`config.mk`:
```
export PLATFORM = sky130hd
export DESIGN_NAME = truth_table_reader
export DESIGN_NICKNAME = d
export VERILOG_FILES = /design/src/rtl/ttr_pkg.sv /design/src/rtl/ttr_settle_timer.sv /design/src/rtl/truth_table_reader.sv
export SDC_FILE = /design/constraint.sdc
export NUM_CORES = 1
export LEC_CHECK = 0
export BUFFER_PORTS_ARGS = -buffer_cell sky130_fd_sc_hd__buf_4
export CAP_MARGIN = 20
export CELL_PAD_IN_SITES_DETAIL_PLACEMENT = 0
export CELL_PAD_IN_SITES_GLOBAL_PLACEMENT = 1
export CORE_MARGIN = 2
export CORE_UTILIZATION = 38
export CTS_CLUSTER_SIZE = 8
export DETAILED_ROUTE_END_ITERATION = 7
export PLACE_DENSITY_LB_ADDON = 0.1
export SETUP_SLACK_MARGIN = 0.3
export SLEW_MARGIN = 20
export SYNTH_ARGS = -nofsm -noshare
export SYNTH_HDL_FRONTEND = slang
export SYNTH_SLANG_ARGS = --single-unit
```
`constraint.sdc`:
```
create_clock -name clk -period 1.79 [get_ports clk]
set_input_delay 0.2685 -clock clk [delete_from_list [all_inputs] [get_ports clk]]
set_output_delay 0.2685 -clock clk [all_outputs]
set_load 0.005 [all_outputs]
```
`src/rtl/ttr_pkg.sv`:
```
// Shared types and helpers for the truth-table reader (truth_table_reader, ttr_settle_timer).
package ttr_pkg;

    typedef enum logic [1:0] {
        ST_IDLE   = 2'd0,
        ST_SETTLE = 2'd1,
        ST_SAMPLE = 2'd2,
        ST_DONE   = 2'd3
    } ttr_state_e;

    localparam int unsigned TTR_SETTLE_CYCLES_DEF = 4;

    function automatic int unsigned n_rows(input int unsigned n_in);
        return 32'd1 << n_in;
    endfunction

endpackage

```
`src/rtl/ttr_settle_timer.sv`:
```
// Loadable up-counter; term_o pulses while enabled on the cycle the count reaches TERM_CNT-1.
module ttr_settle_timer #(
    parameter int unsigned CNT_W    = 8,
    parameter int unsigned TERM_CNT = 4
) (
    input  logic             clk,
    input  logic             rst,
    input  logic             load_i,
    input  logic [CNT_W-1:0] load_val_i,
    input  logic             en_i,
    output logic             term_o
);

    localparam logic [CNT_W-1:0] TERM_VAL = CNT_W'(TERM_CNT - 1);

    logic [CNT_W-1:0] cnt_q, cnt_d;

    always_comb begin
        cnt_d = cnt_q;
        if (load_i) begin
            cnt_d = load_val_i;
        end else if (en_i) begin
            cnt_d = cnt_q + 1'b1;
        end
    end

    always_ff @(posedge clk or posedge rst) begin
        if (rst) begin
            cnt_q <= '0;
        end else begin
            cnt_q <= cnt_d;
        end
    end

    assign term_o = en_i && (cnt_q == TERM_VAL);

endmodule

```
`src/rtl/truth_table_reader.sv`:
```
// Sweeps all DUT input rows, samples the output per row and compares the code to an expected value.
// Optional macro TTR_STABILITY_CHECK_EN adds per-row glitch detection on the unstable port.
module truth_table_reader
    import ttr_pkg::*;
#(
    parameter  int unsigned N_IN          = 3,
    parameter  int unsigned SETTLE_CYCLES = TTR_SETTLE_CYCLES_DEF,
    parameter  int unsigned CNT_W         = 8,
    localparam int unsigned N_ROWS        = n_rows(N_IN)
) (
    input  logic              clk,
    input  logic              rst,
    input  logic              start,
    input  logic [N_ROWS-1:0] expected,
    output logic [N_IN-1:0]   stim,
    input  logic              dut_out,
    output logic              busy,
    output logic              done,
    output logic [N_ROWS-1:0] code,
    output logic              match,
    output logic [N_ROWS-1:0] unstable
);

    localparam logic [N_IN-1:0] LAST_ROW = N_IN'(N_ROWS - 1);

    ttr_state_e        state_q, state_d;
    logic [N_IN-1:0]   row_q, row_d;
    logic [N_IN-1:0]   stim_q, stim_d;
    logic [N_ROWS-1:0] code_q, code_d;
    logic [N_ROWS-1:0] exp_q, exp_d;
    logic              match_q, match_d;
    logic              tmr_load, tmr_en, tmr_term;

`ifdef TTR_STABILITY_CHECK_EN
    logic [N_ROWS-1:0] unst_q, unst_d;
    logic              cap_q;
`endif

    ttr_settle_timer #(
        .CNT_W    (CNT_W),
        .TERM_CNT (SETTLE_CYCLES)
    ) u_timer (
        .clk        (clk),
        .rst        (rst),
        .load_i     (tmr_load),
        .load_val_i ('0),
        .en_i       (tmr_en),
        .term_o     (tmr_term)
    );

    always_comb begin
        state_d  = state_q;
        row_d    = row_q;
        stim_d   = stim_q;
        code_d   = code_q;
        exp_d    = exp_q;
        match_d  = match_q;
        tmr_load = 1'b0;
        tmr_en   = 1'b0;
`ifdef TTR_STABILITY_CHECK_EN
        unst_d   = unst_q;
`endif
        case (state_q)
            ST_IDLE: begin
                if (start) begin
                    exp_d    = expected;
                    code_d   = '0;
                    match_d  = 1'b0;
                    row_d    = '0;
                    stim_d   = '0;
                    tmr_load = 1'b1;
                    state_d  = ST_SETTLE;
`ifdef TTR_STABILITY_CHECK_EN
                    unst_d   = '0;
`endif
                end
            end
            ST_SETTLE: begin
                tmr_en = 1'b1;
                if (tmr_term) begin
                    state_d = ST_SAMPLE;
                end
            end
            ST_SAMPLE: begin
                code_d[row_q] = dut_out;
                tmr_load      = 1'b1;
`ifdef TTR_STABILITY_CHECK_EN
                if (cap_q != dut_out) begin
                    unst_d[row_q] = 1'b1;
                end
`endif
                if (row_q == LAST_ROW) begin
                    // Match is resolved on entry to DONE so it is valid alongside the done pulse.
`ifdef TTR_STABILITY_CHECK_EN
                    match_d = (code_d == exp_q) && !(|unst_d);
`else
                    match_d = (code_d == exp_q);
`endif
                    state_d = ST_DONE;
                end else begin
                    row_d   = row_q + 1'b1;
                    stim_d  = row_d;
                    state_d = ST_SETTLE;
                end
            end
            ST_DONE: begin
                state_d = ST_IDLE;
            end
            default: begin
                state_d = ST_IDLE;
            end
        endcase
    end

    always_ff @(posedge clk or posedge rst) begin
        if (rst) begin
            state_q <= ST_IDLE;
            row_q   <= '0;
            stim_q  <= '0;
            code_q  <= '0;
            exp_q   <= '0;
            match_q <= 1'b0;
        end else begin
            state_q <= state_d;
            row_q   <= row_d;
            stim_q  <= stim_d;
            code_q  <= code_d;
            exp_q   <= exp_d;
            match_q <= match_d;
        end
    end

`ifdef TTR_STABILITY_CHECK_EN
    always_ff @(posedge clk or posedge rst) begin
        if (rst) begin
            unst_q <= '0;
            cap_q  <= 1'b0;
        end else begin
            unst_q <= unst_d;
            if ((state_q == ST_SETTLE) && tmr_term) begin
                cap_q <= dut_out;
            end
        end
    end

    assign unstable = unst_q;
`else
    assign unstable = '0;
`endif

    assign stim  = stim_q;
    assign busy  = (state_q != ST_IDLE);
    assign done  = (state_q == ST_DONE);
    assign code  = code_q;
    assign match = match_q;

endmodule

```
==> metrics.cfg, run 1 <==
[synth]
synth-edff-count = 0
ys_ff_latch = 30
async_flop_share_pct = 100
ys_seq_area_share_pct = 43.3
syn_area_um2 = 1730
yosysWarnings = 0
syn_area_per_cell_um2 = 10.3
ys_types = 45
synthCells = 169
ys.flop_type = dfrtp_1

[cells_and_area]
num_antenna_cells = 0
nets = 223
seqCellArea_um2 = 756
final.fill_count = 406
drive_above_1_share_pct = 32.1
synthToLayoutAreaGrowth_pct = 25.0
final_cell_area_um2 = 2170
multiInputGateArea_um2 = 916

[status]
status = finished clean

[power_and_ir_drop]
p_leak_nw = 0.977
power_mw = 2.55
ir_drop_mv = 0.666
p_per_area_nw_per_um2 = 1180

[drt]
vias = 1384
remaining_drc_errors = 0
wirelength_um = 3890
drt_pass1_iterations = 4
final_antenna_net_count = 0
drtIter0Drc = 84
vias_per_cell = 5.30
avgRoutedWirePerCell_um = 14.9

[sta]
slew_violations = 0
fmax_mhz = 591
tightest_slew_ps = 527
fin_crit_sh_pct = 94.6
max_slew_margin_pct = 64.9
finClkSkew_ps = 7.03
finalCriticalPeriod_ps = 1690
rsz0062_at_grt = true
hold_violations = 0
setup_viol = 0

[placement]
dp_hpwl_um = 2950
placedInstanceArea_um2 = 1980
portBuffers = 25
gp_congestion = 0.885

[global_routing]
grt_usage_pct = 16.2
grt_antenna_before_repair = 0
grt_max_degree = 15
grt_overflow = 0
first_global_vias = 1416
grt_pass1_wl_um = 6440

[clock_tree]
cts_hold_buf = 0
cts.sink_count = 30
clockBufferDepth = 2
cts_tree = done
ctsRootBufferMaster = clkbuf_8
htree_num_levels = 2
clk_latency_ps = 280
clk_pin_slew_ps = 70
cts-buffers-inserted = 5

[hold_path]
hp-class = in2async

[floorplan]
ios = 34
core_um2 = 4380
start_util_pct = 39.5
die_h_um = 71.5
die_area_um2 = 5120
row_count = 24
die_x_um = 71.5

[critical_path]
arrival_ps = 1880
critPathMaxFanout = 6
cp-start-kind = register
cp-end-kind = register
cp.required_ps = 1970
critical_path_class = reg2reg

[run]
drv_cap = 0

==> cell families (layout without fill, tap and decap cells) <==
| family | count (synthesis) | after routing | share of synthesized area [%] |
|---|---|---|---|
| flip-flops | 30 | 30 | 43.3 |
| buffers and inverters | 22 | 55 | 8.09 |
| AO/OA/AOI/OAI | 39 | 39 | 16.0 |
| other | 1 | 8 | 0.216 |
| XOR/XNOR | 12 | 12 | 6.07 |
| AND/OR/NAND/NOR | 49 | 49 | 16.0 |
| multiplexers | 13 | 13 | 8.16 |
| adder cells (fa/ha/maj) | 3 | 3 | 2.17 |
==> layer usage <==
| metal | vias up | global-route usage, % | wire length [um] | share of wire, % |
|---|---|---|---|---|
| li1 | 663 | - | - | - |
| met1 | 688 | 19.0 | 1620 | 42 |
| met2 | 26 | 29.0 | 2090 | 54 |
| met3 | 7 | 3.38 | 138 | 3.5 |
| met4 | 0 | 5.87 | 44 | 1.1 |
| met5 | - | 0 | 0 | 0 |
==> per-stage QoR <==
step | setup TNS (ps) | hold slack [ps] | util [%] | worst slack (ps) | std cells
floorplan | 0 | 359 | - | 180 | 176
global placement | 0 | 330 | 45.2 | 92.9 | 247
detailed placement | 0 | 339 | 45.2 | 42.0 | 247
CTS | 0 | 34.0 | 48.6 | 113 | 259
global route | -32.1 | 74.0 | 49.4 | -32.1 | 261
finish | 0 | 25.6 | 49.4 | 96.6 | 261
==> synth_stat cells (all sizes together), types with 4 or more instances <==
| cell | count | area (um^2) |
|---|---|---|
| dfrtp | 30 | 751 |
| buf | 13 | 106 |
| nand2 | 11 | 41.3 |
| a22o | 10 | 87.6 |
| o21ai | 10 | 50.0 |
| mux2 | 9 | 101 |
| nor2 | 9 | 36.3 |
| xor2 | 9 | 78.8 |
| inv | 6 | 22.5 |
| nand3 | 6 | 30.0 |
| mux2i | 4 | 40.0 |
| nand2b | 4 | 25.0 |
| nand4 | 4 | 25.0 |
==> cell usage in the layout, fill, tap and decap left out, types with 3 or more instances in the layout <==
| cell | instances |
|---|---|
| nand2_1 | 11 |
| buf_4 | 39 |
| a22o_1 | 10 |
| nand2b_1 | 4 |
| a21oi_1 | 3 |
| clkbuf_8 | 6 |
| dfrtp_2 | 4 |
| nor2_1 | 7 |
| o22ai_1 | 3 |
| mux2_1 | 8 |
| nand3_1 | 6 |
| nand4_1 | 4 |
| inv_1 | 6 |
| o21ai_0 | 6 |
| xor2_1 | 9 |
| mux2i_1 | 4 |
| o21ai_1 | 4 |
| dfrtp_1 | 26 |
| conb_1 | 8 |
| xnor2_1 | 3 |
==> cell type report <==
| type | instances | share of cell area, % |
|---|---|---|
| clock inverters | 1 | 0.231 |
| inverters | 6 | 1.04 |
| repair buffers | 41 | 14.6 |
| flip-flops and latches | 30 | 34.9 |
| clock buffers | 7 | 3.99 |
| well taps | 52 | 3.00 |
| multi-input cells | 124 | 42.3 |
==> critical path: stages (launching register included) <==
cell and delay (ps):
dfrtp_2 450, buf_6 150, nor3b_4 180, mux2i_1 240, xor2_1 160, nand4_1 120, o41ai_2 310
==> final timing paths <==
check / start / endpoint / slack, ps / cells after the start
worst max-delay path: stim[0] / match / 100 / 6
max in group asynchronous: rst / stim[0] / 1200 / 3
worst min register to register: u_timer.cnt_q[7] / u_timer.cnt_q[7] / 500 / 1
worst max register to register: stim[0] / match / 100 / 6
worst min-delay path: rst / match / 30 / 2
min in group clk: expected[0] / exp_q[0] / 210 / 2
==> where the power goes <==
part,switching (mW),internal [mW]
logic,0.443,0.467
clock network,0.249,0.310
registers,0.208,0.869
==> state kept, by name, summed over array words and instances, names as in the netlist <==
register       flops
code               8
exp_q              8
match              1
state_q            2
stim               3
u_timer.cnt_q      8
==> timing repair <==
item,4_1_cts,5_1_grt
resized for setup,9,8
setup buffers,4,2
endpoints found under the setup margin,5,17
pin swaps,2,4
Note: power is estimated with default switching activity, not from simulation.
==> run 2: changes to the inputs <==
--- a/config.mk
+++ b/config.mk
@@ -18,4 +18,5 @@
 export SLEW_MARGIN = 20
 export SYNTH_ARGS = -nofsm -noshare
 export SYNTH_HDL_FRONTEND = slang
+export SYNTH_HIERARCHICAL = 1
 export SYNTH_SLANG_ARGS = --single-unit
==> run 2 against run 1 <==
Effect of this change:
- routed wire length grew 22%
- largest power group is now combinational logic
- synthesized cell count increased by 8.9%
- highest routed layer unchanged
- design area grew 17%
==> metrics.cfg, run 2 <==
[global_routing]
grt_usage_pct = 18.2
gr-usage-met2_pct = 27.4
met1_usage_pct = 25.3
grt_overflow = 0
grt_pass1_wl_um = 7330
grtUsageMet3_pct = 4.72
grt_max_degree = 23
busiest_layer = met2
first_global_vias = 1492
grt_antenna_before_repair = 0

[critical_path]
path_cells = nor3b_2, mux2i_1, buf_4, buf_4, a221o_1, o31ai_1
cp_top_family = compound AO/OA/AOI/OAI gates
critical_path_class = reg2reg
critPathMaxFanout = 5
cp-end-kind = register
cpPeakStageDelay_ps = 450
cp.required_ps = 1980
cp-start-kind = register
slowest_stage = dfrtp_2
crit_top_cell = buf_4
arrival_ps = 1920
critPathBufInv = 2

[synth]
synth_top_area_cell = dfrtp_1
yosysWarnings = 6
ys_types = 43
yosys.cell_count.top_type = dfrtp_1
ys.flop_type = dfrtp_1
synth-edff-count = 0
async_flop_share_pct = 100
syn_area_per_cell_um2 = 9.66
post-synth-top-area-fraction_pct = 42.3
syn_area_um2 = 1780
ys_seq_area_share_pct = 42.3
synthCells = 184
synth_top_cells_by_count = dfrtp_1, o21ai_0, nand2_1
ys_ff_latch = 30
synthTopCellsByArea = dfrtp_1, mux2_2, o21ai_0, mux2i_1, buf_4

[drt]
vias = 1595
final_antenna_net_count = 0
remaining_drc_errors = 0
drt_pass1_iterations = 4
avgRoutedWirePerCell_um = 16.0
wirelength_um = 4760
vias_per_cell = 5.35
drtIter0Drc = 76

[cells_and_area]
nets = 260
final_util_pct = 57.3
mostFrequentLayoutCells = buf_4, dfrtp_1, nand2_1
final_cells = 298
num_antenna_cells = 0
layout_commonest_cell = buf_4
drive_above_1_share_pct = 42.3
synthToLayoutAreaGrowth_pct = 42.3
final.fill_count = 388

[sta]
finClkSkew_ps = 5.03
hold_violations = 0
totalNegativeSetupSlack_ps = 0
fin_crit_sh_pct = 96.6
slew_violations = 0
rsz0062_at_grt = true
setup_viol = 0
finalCriticalPeriod_ps = 1730
fmax_mhz = 578

[floorplan]
ios = 34
core_um2 = 4410
die_area_um2 = 5240
die_x_um = 72.4
start_util_pct = 40.2
row_count = 24
die_h_um = 72.4

[clock_tree]
cts-buffers-inserted = 5
clockBufferDepth = 2
clk_latency_ps = 280
ctsRootBufferMaster = clkbuf_8
clk_pin_slew_ps = 70
cts_tree = done
cts.sink_count = 30
htree_num_levels = 2

[placement]
dp_cells = 265
portBuffers = 25
gp_congestion = 0.803
dp_hpwl_um = 3000

[power_and_ir_drop]
p_per_area_nw_per_um2 = 1400
p_leak_nw = 1.14
power_mw = 3.55
ir_drop_mv = 0.520

[hold_path]
hp-class = in2reg

[run]
drv_cap = 0

[status]
status = finished clean

## run 2: kinds of logic (layout without fill, tap and decap cells)
logic type / count (synthesis) / in the layout / share of synthesized area, %
simple gates: 61 / 61 / 19.6
compound gates: 37 / 37 / 12.9
flops: 30 / 30 / 42.3
buf+inv: 26 / 73 / 8.17
fa+ha+maj: 3 / 3 / 2.11
xor+xnor: 8 / 8 / 3.94
mux: 18 / 18 / 10.8
other cells: 1 / 16 / 0.211
## run 2: area by class of cell
| cell class | count | area (um^2) | share of cell area (%) |
|---|---|---|---|
| multi-input cells | 143 | 1090 | 42.9 |
| clock buffers | 7 | 86.3 | 3.41 |
| repair inverters | 1 | 7.51 | 0.297 |
| repair buffers | 57 | 487 | 19.2 |
| clock inverters | 1 | 5.00 | 0.198 |
| flip-flops and latches | 30 | 758 | 30.0 |
| well taps | 52 | 65.1 | 2.57 |
| inverters | 7 | 33.8 | 1.34 |
## run 2: path summary, 6_finish.rpt
| check | start | endpoint | slack (ps) | cells past startpoint |
|---|---|---|---|---|
| max in group asynchronous | rst | stim[1] | 940 | 4 |
| worst min register to register | code[7] | code[7] | 510 | 2 |
| worst max-delay path | stim[2] | match | 60 | 6 |
| worst min-delay path | expected[4] | exp_q[4] | 210 | 2 |
| min in group asynchronous | rst | u_timer/cnt_q[0] | 490 | 3 |
| worst max register to register | stim[2] | match | 60 | 6 |
## run 2: what timing repair did
| action | CTS | global route |
|---|---|---|
| setup buffers | 15 | 7 |
| hold endpoints to repair | 8 | 0 |
| endpoints found under the setup margin | 18 | 21 |
| gates resized for setup | 11 | 38 |
| hold buffers | 1 | 0 |
| pin swaps | 3 | 8 |
| cloned | 0 | 2 |
## run 2: per-stage QoR
step                setup slack (ps)  hold WS [ps]  instance area, um^2
detailed placement              52.7           249                 2060
floorplan                        179          84.2                 1900
global placement                87.6           247                 2060
finish                          60.4           214                 2530
global route                   -34.0           202                 2530
CTS                             90.4           205                 2310
## run 2: where the power goes
group | total (mW) | internal [mW] | switching (mW)
Clock | 0.571 | 0.310 | 0.262
Combinational | 1.69 | 0.953 | 0.738
Sequential | 1.29 | 0.949 | 0.336
## run 2: metal layers
layer,share of wire (%),up-vias
met5,0,-
met4,1.3,0
met3,5.7,7
met2,48,53
met1,45,778
li1,-,757
## run 2: worst reg2reg max path, stage by stage, from the launching register on
cell     delay, ps
dfrtp_2        450
nor3b_2        230
mux2i_1        120
buf_4          150
buf_4          120
a221o_1        330
o31ai_1        220
==> run 3: changes to the inputs <==
--- a/config.mk
+++ b/config.mk
@@ -5,12 +5,13 @@
 export SDC_FILE = /design/constraint.sdc
 export NUM_CORES = 1
 export LEC_CHECK = 0
+export ABC_AREA = 1
 export BUFFER_PORTS_ARGS = -buffer_cell sky130_fd_sc_hd__buf_4
 export CAP_MARGIN = 20
 export CELL_PAD_IN_SITES_DETAIL_PLACEMENT = 0
 export CELL_PAD_IN_SITES_GLOBAL_PLACEMENT = 1
 export CORE_MARGIN = 2
-export CORE_UTILIZATION = 38
+export CORE_UTILIZATION = 37
 export CTS_CLUSTER_SIZE = 8
 export DETAILED_ROUTE_END_ITERATION = 7
 export PLACE_DENSITY_LB_ADDON = 0.1
@@ -20,3 +21,4 @@
 export SYNTH_HDL_FRONTEND = slang
 export SYNTH_HIERARCHICAL = 1
 export SYNTH_SLANG_ARGS = --single-unit
+export TNS_END_PERCENT = 1
==> constraint.sdc (replaced) <==
create_clock -name clk -period 1.5 [get_ports clk]
set_input_delay 0.225 -clock clk [delete_from_list [all_inputs] [get_ports clk]]
set_output_delay 0.225 -clock clk [all_outputs]
set_load 0.005 [all_outputs]
==> run 3 against run 2 <==
Effect of this change:
- first-iteration DRC count is 21% lower
- total power rose by 3.6%
- cell count increased by 23%
- clock skew is 0.90 ps lower
- critical path depth is 3 higher
- utilization shrank 9.7 points
- combinational power barely moved
- die area increased by 11%
- largest power group unchanged
- fmax increased by 27%
- synthesized area up 8.6%
- critical endpoint unchanged
- routed wire length decreased by 7.9%
==> metrics.cfg, run 3 <==
[clock_tree]
clockBufferDepth = 2
htree_num_levels = 2
cts.sink_count = 30
cts_tree = done
clk_latency_ps = 280
ctsRootBufferMaster = clkbuf_8
cts-buffers-inserted = 5
clk_pin_slew_ps = 60

[synth]
synth-edff-count = 0
async_flop_share_pct = 100
syn_area_per_cell_um2 = 7.75
yosys.cell_count.top_type = nand2_1
synthCells = 249
syn_area_um2 = 1930
ys_seq_area_share_pct = 38.9
synthTopCellsByArea = dfrtp_1, nand2_1, nand3_1, inv_1, buf_4
synth_top_cells_by_count = nand2_1, dfrtp_1, inv_1
ys_types = 32
ys_ff_latch = 30
yosysWarnings = 6
post-synth-top-area-fraction_pct = 38.9
synth_top_area_cell = dfrtp_1
ys.flop_type = dfrtp_1

[critical_path]
cp-start-kind = register
path_cells = buf_4, inv_6, nand3_1, nand2_1, o21ai_2, xor2_1, nor2_1, nand2_1, nand2_1
cp-end-kind = register
worstReg2RegStart = stim[1]
cpPeakStageDelay_ps = 410
startpoint = stim[1]
crit_top_cell = nand2_1
critical_path_class = reg2reg
arrival_ps = 1580
critPathBufInv = 2
critPathMaxFanout = 5
cp.required_ps = 1720
cp_top_family = simple AND/OR/NAND/NOR gates
slowest_stage = dfrtp_1

[power_and_ir_drop]
ir_drop_mv = 0.873
p_leak_nw = 1.20
comb_power_share_pct = 46.5
swShare_pct = 42.1
p_per_area_nw_per_um2 = 1520
pwr-share-seq_pct = 35.0
clockPowerShare_pct = 18.5
power.net_switching_mw = 1.55
p_int_mw = 2.13

[global_routing]
grt_overflow = 0
grt_pass1_wl_um = 7890
grt_antenna_before_repair = 0
grt_max_degree = 23
grt_usage_pct = 16.9
first_global_vias = 1686

[status]
status = finished clean

[cells_and_area]
final_util_pct = 47.6
synthToLayoutAreaGrowth_pct = 25.2
mostFrequentLayoutCells = nand2_1, buf_4, dfrtp_1
layout_commonest_cell = nand2_1
final.fill_count = 542
drive_above_1_share_pct = 27.9
num_antenna_cells = 0
seqCellArea_um2 = 753
nets = 311
multiInputGateArea_um2 = 1020

[sta]
slew_violations = 0
totalNegativeSetupSlack_ps = 0
finalCriticalPeriod_ps = 1360
fmax_mhz = 733
setup_ws_ps = 135
finClkSkew_ps = 4.13
hold_violations = 0
fin_crit_sh_pct = 91.0
setup_viol = 0
rsz0062_at_grt = true

[floorplan]
start_util_pct = 38.0
die_x_um = 76.2
row_count = 26
ios = 34
core_um2 = 5070
die_h_um = 76.2
die_area_um2 = 5810

[drt]
final_antenna_net_count = 0
drtIter0Drc = 60
drt_pass1_iterations = 4
remaining_drc_errors = 0
avgRoutedWirePerCell_um = 11.9
vias_per_cell = 4.61
wirelength_um = 4380
vias = 1692

[placement]
gp_congestion = 0.807
portBuffers = 25
dp_slack_ps = 124
dp_hpwl_um = 3400

[hold_path]
hp-start = expected[2]
hp-class = in2reg

[run]
drv_cap = 0

## run 3: power groups by stage
stage                     registers [mW]  logic, mW  clock network [mW]
after floorplan                     1.27       1.28                   0
after global routing                1.33       1.98               0.743
after CTS                           1.29       1.72               0.704
after global placement              1.30       1.69                   0
final                               1.29       1.71               0.679
after detailed placement            1.31       1.68                   0
## run 3: metrics by stage
stage	instances	cell area [um^2]	hold WS (ps)	power [mW]
after detailed placement	357	2290	219	2.99
after floorplan	264	2040	40.7	2.55
after global routing	367	2410	169	4.06
after global placement	357	2290	221	2.99
final	367	2410	148	3.68
after CTS	367	2410	145	3.71
## run 3: final timing paths
| check | endpoint | slack, ps | depth (start not counted) |
|---|---|---|---|
| worst max register to register | match | 140 | 9 |
| min in group asynchronous | u_timer/cnt_q[7] | 460 | 3 |
| worst min-delay path | exp_q[2] | 150 | 3 |
| worst max-delay path | match | 140 | 9 |
| max in group asynchronous | stim[0] | 710 | 4 |
| worst min register to register | match | 530 | 2 |
## run 3: kinds of logic after synthesis
group	share of synthesized area [%]
xor+xnor	1.36
simple gates	32.6
buf+inv	13.8
compound gates	11.2
other cells	0.194
flops	38.9
fa+ha+maj	1.95
## run 3: tightest hold or removal path: cells and delay by family
family                 cells  cell delay [ps]
and+or+nand+nor            1               40
buffers and inverters      1               70
AOI/OAI and AO/OA          1               50
## run 3: layer usage
metal,routed length (um),global-route usage (%),part of all wire (%),vias to the layer above
met5,0,0,0,-
met4,53,4.91,1.2,0
met3,114,3.67,2.6,5
met2,2090,27.1,48,26
met1,2120,23.1,48,773
li1,-,-,-,888
## run 3: cell type report
class	count	share of cell area (%)
multi-input combinational	182	42.4
sequential	30	31.2
timing repair buffer	39	12.7
inverter	38	6.27
tap	70	3.63
clock buffer	7	3.58
clock inverter	1	0.207
## run 3: timing repair
action,CTS,global route
pin swaps,0,0
hold endpoints to repair,23,0
resized for setup,2,1
endpoints found under the setup margin,28,35
setup buffers,1,0
hold buffers,1,0
